<file path="src/rtl/wr_burst_arbiter.sv">
// wr_burst_arbiter: round-robin arbiter sharing a FIFO write port; a burst is granted only if it fits the free space.
// Define WR_BURST_ARB_STRICT_RR_EN to make the first requester in RR order block until its burst fits.
module wr_burst_arbiter #(
    parameter int NUM_SRC = 4,
    parameter int DWIDTH  = 8,
    parameter int AWIDTH  = 4,
    parameter int LWIDTH  = 3
) (
    input  logic                        wr_clk_i,
    input  logic                        aclr_i,
    input  logic [NUM_SRC-1:0]          src_req_i,
    input  logic [NUM_SRC*LWIDTH-1:0]   src_len_i,
    input  logic [NUM_SRC-1:0]          src_valid_i,
    input  logic [NUM_SRC*DWIDTH-1:0]   src_data_i,
    output logic [NUM_SRC-1:0]          src_ready_o,
    output logic [NUM_SRC-1:0]          src_grant_o,
    input  logic [AWIDTH-1:0]           wr_usedw_i,
    input  logic                        wr_full_i,
    output logic                        wr_req_o,
    output logic [DWIDTH-1:0]           wr_data_o,
    output logic                        busy_o
);
    localparam int IW = $clog2(NUM_SRC);
    typedef enum logic [1:0] {IDLE, BURST, SETTLE} state_t;
    state_t              r_state, w_state_nx;
    logic [NUM_SRC-1:0]  r_grant, w_grant_nx;
    logic [IW-1:0]       r_last, w_last_nx, w_idx, w_win;
    logic [LWIDTH-1:0]   r_cnt, w_cnt_nx;
    logic                r_settle, w_settle_nx;
    logic [AWIDTH:0]     w_free;
    logic [NUM_SRC-1:0]  w_elig;
    logic                w_found, w_go, w_accept;
    logic [LWIDTH-1:0]   w_len  [NUM_SRC];
    logic [DWIDTH-1:0]   w_data [NUM_SRC];

    assign w_free = wr_full_i ? '0 : (AWIDTH+1)'(2**AWIDTH) - {1'b0, wr_usedw_i};

    genvar i;
    for (i = 0; i < NUM_SRC; i++) begin : g_src
        assign w_len[i]  = src_len_i[i*LWIDTH +: LWIDTH];
        assign w_data[i] = src_data_i[i*DWIDTH +: DWIDTH];
        assign w_elig[i] = src_req_i[i] && ((AWIDTH+1)'(w_len[i]) + 1'b1 <= w_free);
    end

    // Scan sources starting just after the last grant; the first hit is the candidate.
    always_comb begin
        w_found = 1'b0;
        w_go    = 1'b0;
        w_win   = r_last;
        w_idx   = r_last;
        for (int k = 1; k <= NUM_SRC; k++) begin
            w_idx = IW'((32'(r_last) + 32'(k)) % NUM_SRC);
`ifdef WR_BURST_ARB_STRICT_RR_EN
            if (!w_found && src_req_i[w_idx]) begin
                w_found = 1'b1;
                w_win   = w_idx;
                w_go    = w_elig[w_idx];
            end
`else
            if (!w_found && w_elig[w_idx]) begin
                w_found = 1'b1;
                w_win   = w_idx;
                w_go    = 1'b1;
            end
`endif
        end
    end

    assign w_accept = (r_state == BURST) && |(src_valid_i & r_grant) && !wr_full_i;

    always_comb begin
        w_state_nx  = r_state;
        w_grant_nx  = r_grant;
        w_last_nx   = r_last;
        w_cnt_nx    = r_cnt;
        w_settle_nx = r_settle;
        case (r_state)
            IDLE: if (w_go) begin
                w_state_nx = BURST;
                w_grant_nx = NUM_SRC'(1) << w_win;
                w_last_nx  = w_win;
                w_cnt_nx   = w_len[w_win];
            end
            BURST: if (w_accept) begin
                if (r_cnt == '0) begin
                    w_state_nx  = SETTLE;
                    w_grant_nx  = '0;
                    w_settle_nx = 1'b0;
                end else begin
                    w_cnt_nx = r_cnt - 1'b1;
                end
            end
            // Two idle cycles let the FIFO's pointer and usedw registers catch up with the last write.
            default: begin
                w_settle_nx = 1'b1;
                w_state_nx  = r_settle ? IDLE : SETTLE;
            end
        endcase
    end

    always_ff @(posedge wr_clk_i or posedge aclr_i) begin
        if (aclr_i) begin
            r_state  <= IDLE;
            r_grant  <= '0;
            r_last   <= IW'(NUM_SRC - 1);
            r_cnt    <= '0;
            r_settle <= 1'b0;
        end else begin
            r_state  <= w_state_nx;
            r_grant  <= w_grant_nx;
            r_last   <= w_last_nx;
            r_cnt    <= w_cnt_nx;
            r_settle <= w_settle_nx;
        end
    end

    assign busy_o      = r_state != IDLE;
    assign src_grant_o = r_grant;
    assign src_ready_o = (r_state == BURST && !wr_full_i) ? r_grant : '0;
    assign wr_req_o    = w_accept;
    assign wr_data_o   = (r_state == BURST) ? w_data[r_last] : '0;
endmodule

</file>
<file path="config.mk">
export PLATFORM = sky130hd
export DESIGN_NAME = wr_burst_arbiter
export DESIGN_NICKNAME = d
export VERILOG_FILES = /design/src/rtl/wr_burst_arbiter.sv
export SDC_FILE = /design/constraint.sdc
export NUM_CORES = 1
export LEC_CHECK = 0
export CAP_MARGIN = 10
export CORE_UTILIZATION = 38
export DETAILED_ROUTE_END_ITERATION = 16
export PLACE_DENSITY_LB_ADDON = 0.08
export SLEW_MARGIN = 20
export SYNTH_ARGS = -nofsm -noshare
export SYNTH_HDL_FRONTEND = slang
export SYNTH_SLANG_ARGS = --single-unit
</file>
<file path="constraint.sdc">
create_clock -name wr_clk_i -period 2.05 [get_ports wr_clk_i]
set_input_delay 0.41 -clock wr_clk_i [delete_from_list [all_inputs] [get_ports wr_clk_i]]
set_output_delay 0.41 -clock wr_clk_i [all_outputs]
set_load 0.02 [all_outputs]
</file>
==> flow_summary.ini <==
[logic_synthesis]
synthXorXnorAreaFrac_pct = 3.18
netlist_area_mm2 = 0.00165
ys_ff_latch = 12
yosys_warnings = 0
synth_nets = 263
synth_simple_gate_area_share_pct = 24.8
seq_area_frac_synth_pct = 18.3
synth_edf_count = 0
synth_top_area_share_pct = 17.4
synthCells = 181
synthTopCellsByCount = ha_1, and3_1, nand2_1
synthArstFlopShare_pct = 100
synth-compound-area-share_pct = 19.2
synth_most_common_cell = ha_1
synthMuxAreaShare_pct = 13.0
synthFlopType = dfrtp_1
yosys.area.top_type = ha_1
synth_top_family_by_area = simple AND/OR/NAND/NOR gates
synthTopCellsByArea = ha_1, dfrtp_1, mux4_2
avgSynthCellArea_um2 = 9.12
ys_types = 42
synthAdderAreaFrac_pct = 17.4

[clock_tree]
cts-root-buf = clkbuf_8
tritoncts = built
htreeDepth = 1
clkLatencyLatePin_ns = 0.24
clkSlewWorstSetupHoldPaths_ns = 0.05
hold_buffers = 0
clockBufferDepth = 2
cts_sinks = 12
cts_buffers = 3

[floorplanning]
die_h_um = 67.9
dieArea_mm2 = 0.00461
die_w_um = 67.9
io-pin-count = 77
core_mm2 = 0.00409
num_rows = 23
initial_core_util_pct = 40.4

[timing]
max_slew_margin_pct = 68.6
tightest_slew_ns = 0.471
rsz0062_at_grt = true
slew_violations = 0
layout_setup_ws_ns = -0.580
finalSetupTns_ns = -5.88
min_period_ns = 2.63
finalSetupViolations = 18
clock_skew_ns = 0.00289
fmax_mhz = 380
timing.final.crit_share_pct = 128
finalHoldViolations = 0

[status]
status = finished, violations left
violations = setup timing

[worst_setup_path]
cp_data_required_time_ns = 2.21
r2r_slack_ns = -0.11
crit_path_end_kind = register
cp.arrival_ns = 2.79
worstSetupStartpointType = input pin
crit_type = input pin to register
worstPathMaxFanout = 5
max_stage_delay_ns = 0.30
crit_slowest_cell = mux2_4
crit_path_cell_trace = buf_8, inv_4, ha_4, xnor2_4, nand2b_4, ha_4, and4_1, o21ai_2, o21ai_2, a2bb2oi_2, o22ai_4, or2_4, mux2_4, o221ai_2

[global_routing]
grt_pass1_wl_um = 8420
track_usage_pct = 24.5
antenna_found_initial = 0
grt_pass1_vias = 1935
grt.overflow.total = 0
grt_max_degree = 14

[final_layout]
final-seq-area_um2 = 303
final_core_util_pct = 81.1
antenna_cells = 0
drive_above_1_share_pct = 46.2
area_growth_pct = 101
fillers = 255
final_area_mm2 = 0.00331
nets = 382
multi_input_area_mm2 = 0.00170

[routing]
wl_per_cell_um = 15.9
ant_nets = 0
drt-pass1-iter-count = 4
via_per_inst = 5.48
vias = 1911
drc = 0
routed_wl_um = 5560
drt_iter0_markers = 55

[pwr]
vdd_drop_max_mv = 0.797
power.density_mw_per_mm2 = 973
p_leak_uw = 0.00146

[placement]
pre_cts_slack_ns = -1.37
dp_hpwl_um = 4040
port_buffers = 76
place_congestion = 0.805
place_area_mm2 = 0.00282

[job]
drv_cap = 0

[hold_path]
hold_class = register to register
-- what timing repair did --
action	in CTS	in global routing
pin swaps	26	18
resized for setup	123	45
setup endpoints to repair	23	20
cloned	1	0
buffers inserted	6	1
-- power by group --
group | switching, µW | internal, µW | total, µW
clock network | 87.5 | 170 | 257
registers | 104 | 355 | 460
logic | 1070 | 1430 | 2510
-- placed cells by master, fill, tap and decap left out, types with 4 or more instances in the layout --
cell type	count
clkdlybuf4s50_1	45
buf_4	38
ha_4	13
buf_6	12
nand2_1	11
and3_4	10
dlygate4sd2_1	10
dfrtp_1	10
inv_1	9
o21ai_2	8
mux4_2	8
ha_1	8
nand2b_1	7
clkdlybuf4s15_1	7
nor2_1	6
o21ai_1	6
and4_1	4
o21a_1	4
and2_1	4
clkbuf_8	4
-- critical path: cells and delay by family --
family	cells	cell delay [ns]
compound gates	5	0.83
xor+xnor	1	0.17
fa+ha+maj	2	0.43
buf+inv	2	0.13
mux	1	0.30
simple gates	3	0.53
-- area by class of cell --
cell class,instances,share of cell area [%]
multi-input combinational,152,51.3
timing repair buffer,120,34.6
sequential,12,9.14
tap,50,1.89
clock buffer,4,1.66
inverter,11,1.40
-- routing by layer --
metal / vias to the layer above / global-route usage [%] / wire (µm)
li1: 923 / - / -
met5: - / 0 / 0
met4: 0 / 4.17 / 65
met1: 902 / 28.5 / 2330
met2: 78 / 45.7 / 2850
met3: 8 / 5.33 / 312
-- logic make-up (layout without fill, tap and decap cells) --
logic type / after synthesis / after routing
AOI/OAI and AO/OA: 43 / 43
xor gates and xnor gates: 6 / 6
adders and majority gates: 23 / 23
buffers and inverters: 17 / 135
DFF: 12 / 12
muxes: 11 / 11
and+or+nand+nor: 69 / 69
-- metrics by stage --
stage	std cells	total power, µW	hold slack [ns]
finish	349	3220	0.447
global placement	338	2560	0.431
floorplan	181	1720	0.273
CTS	349	2950	0.449
global route	349	3460	0.463
detailed placement	338	2590	0.442
-- path summary, 6_finish.rpt --
| check | from | endpoint | cells after the start |
|---|---|---|---|
| worst max-delay path | wr_usedw_i[0] | r_cnt[0]$_DFFE_PP0P_ | 14 |
| worst min-delay path | r_settle$_DFFE_PP0P_ | r_state[1]$_DFFE_PP0P_ | 1 |
| worst max register to register | r_last[0]$_DFFE_PP1P_ | r_cnt[0]$_DFFE_PP0P_ | 9 |
| worst min register to register | r_settle$_DFFE_PP0P_ | r_state[1]$_DFFE_PP0P_ | 1 |
| max in group asynchronous | aclr_i | r_last[0]$_DFFE_PP1P_ | 2 |
| min in group asynchronous | aclr_i | r_settle$_DFFE_PP0P_ | 2 |
-- state kept, by name, indices dropped and copies added (netlist names) --
name,cells
src_grant_o,4
r_cnt,3
r_last,2
r_state,2
r_settle,1
Power figures use the tool's default switching activity.
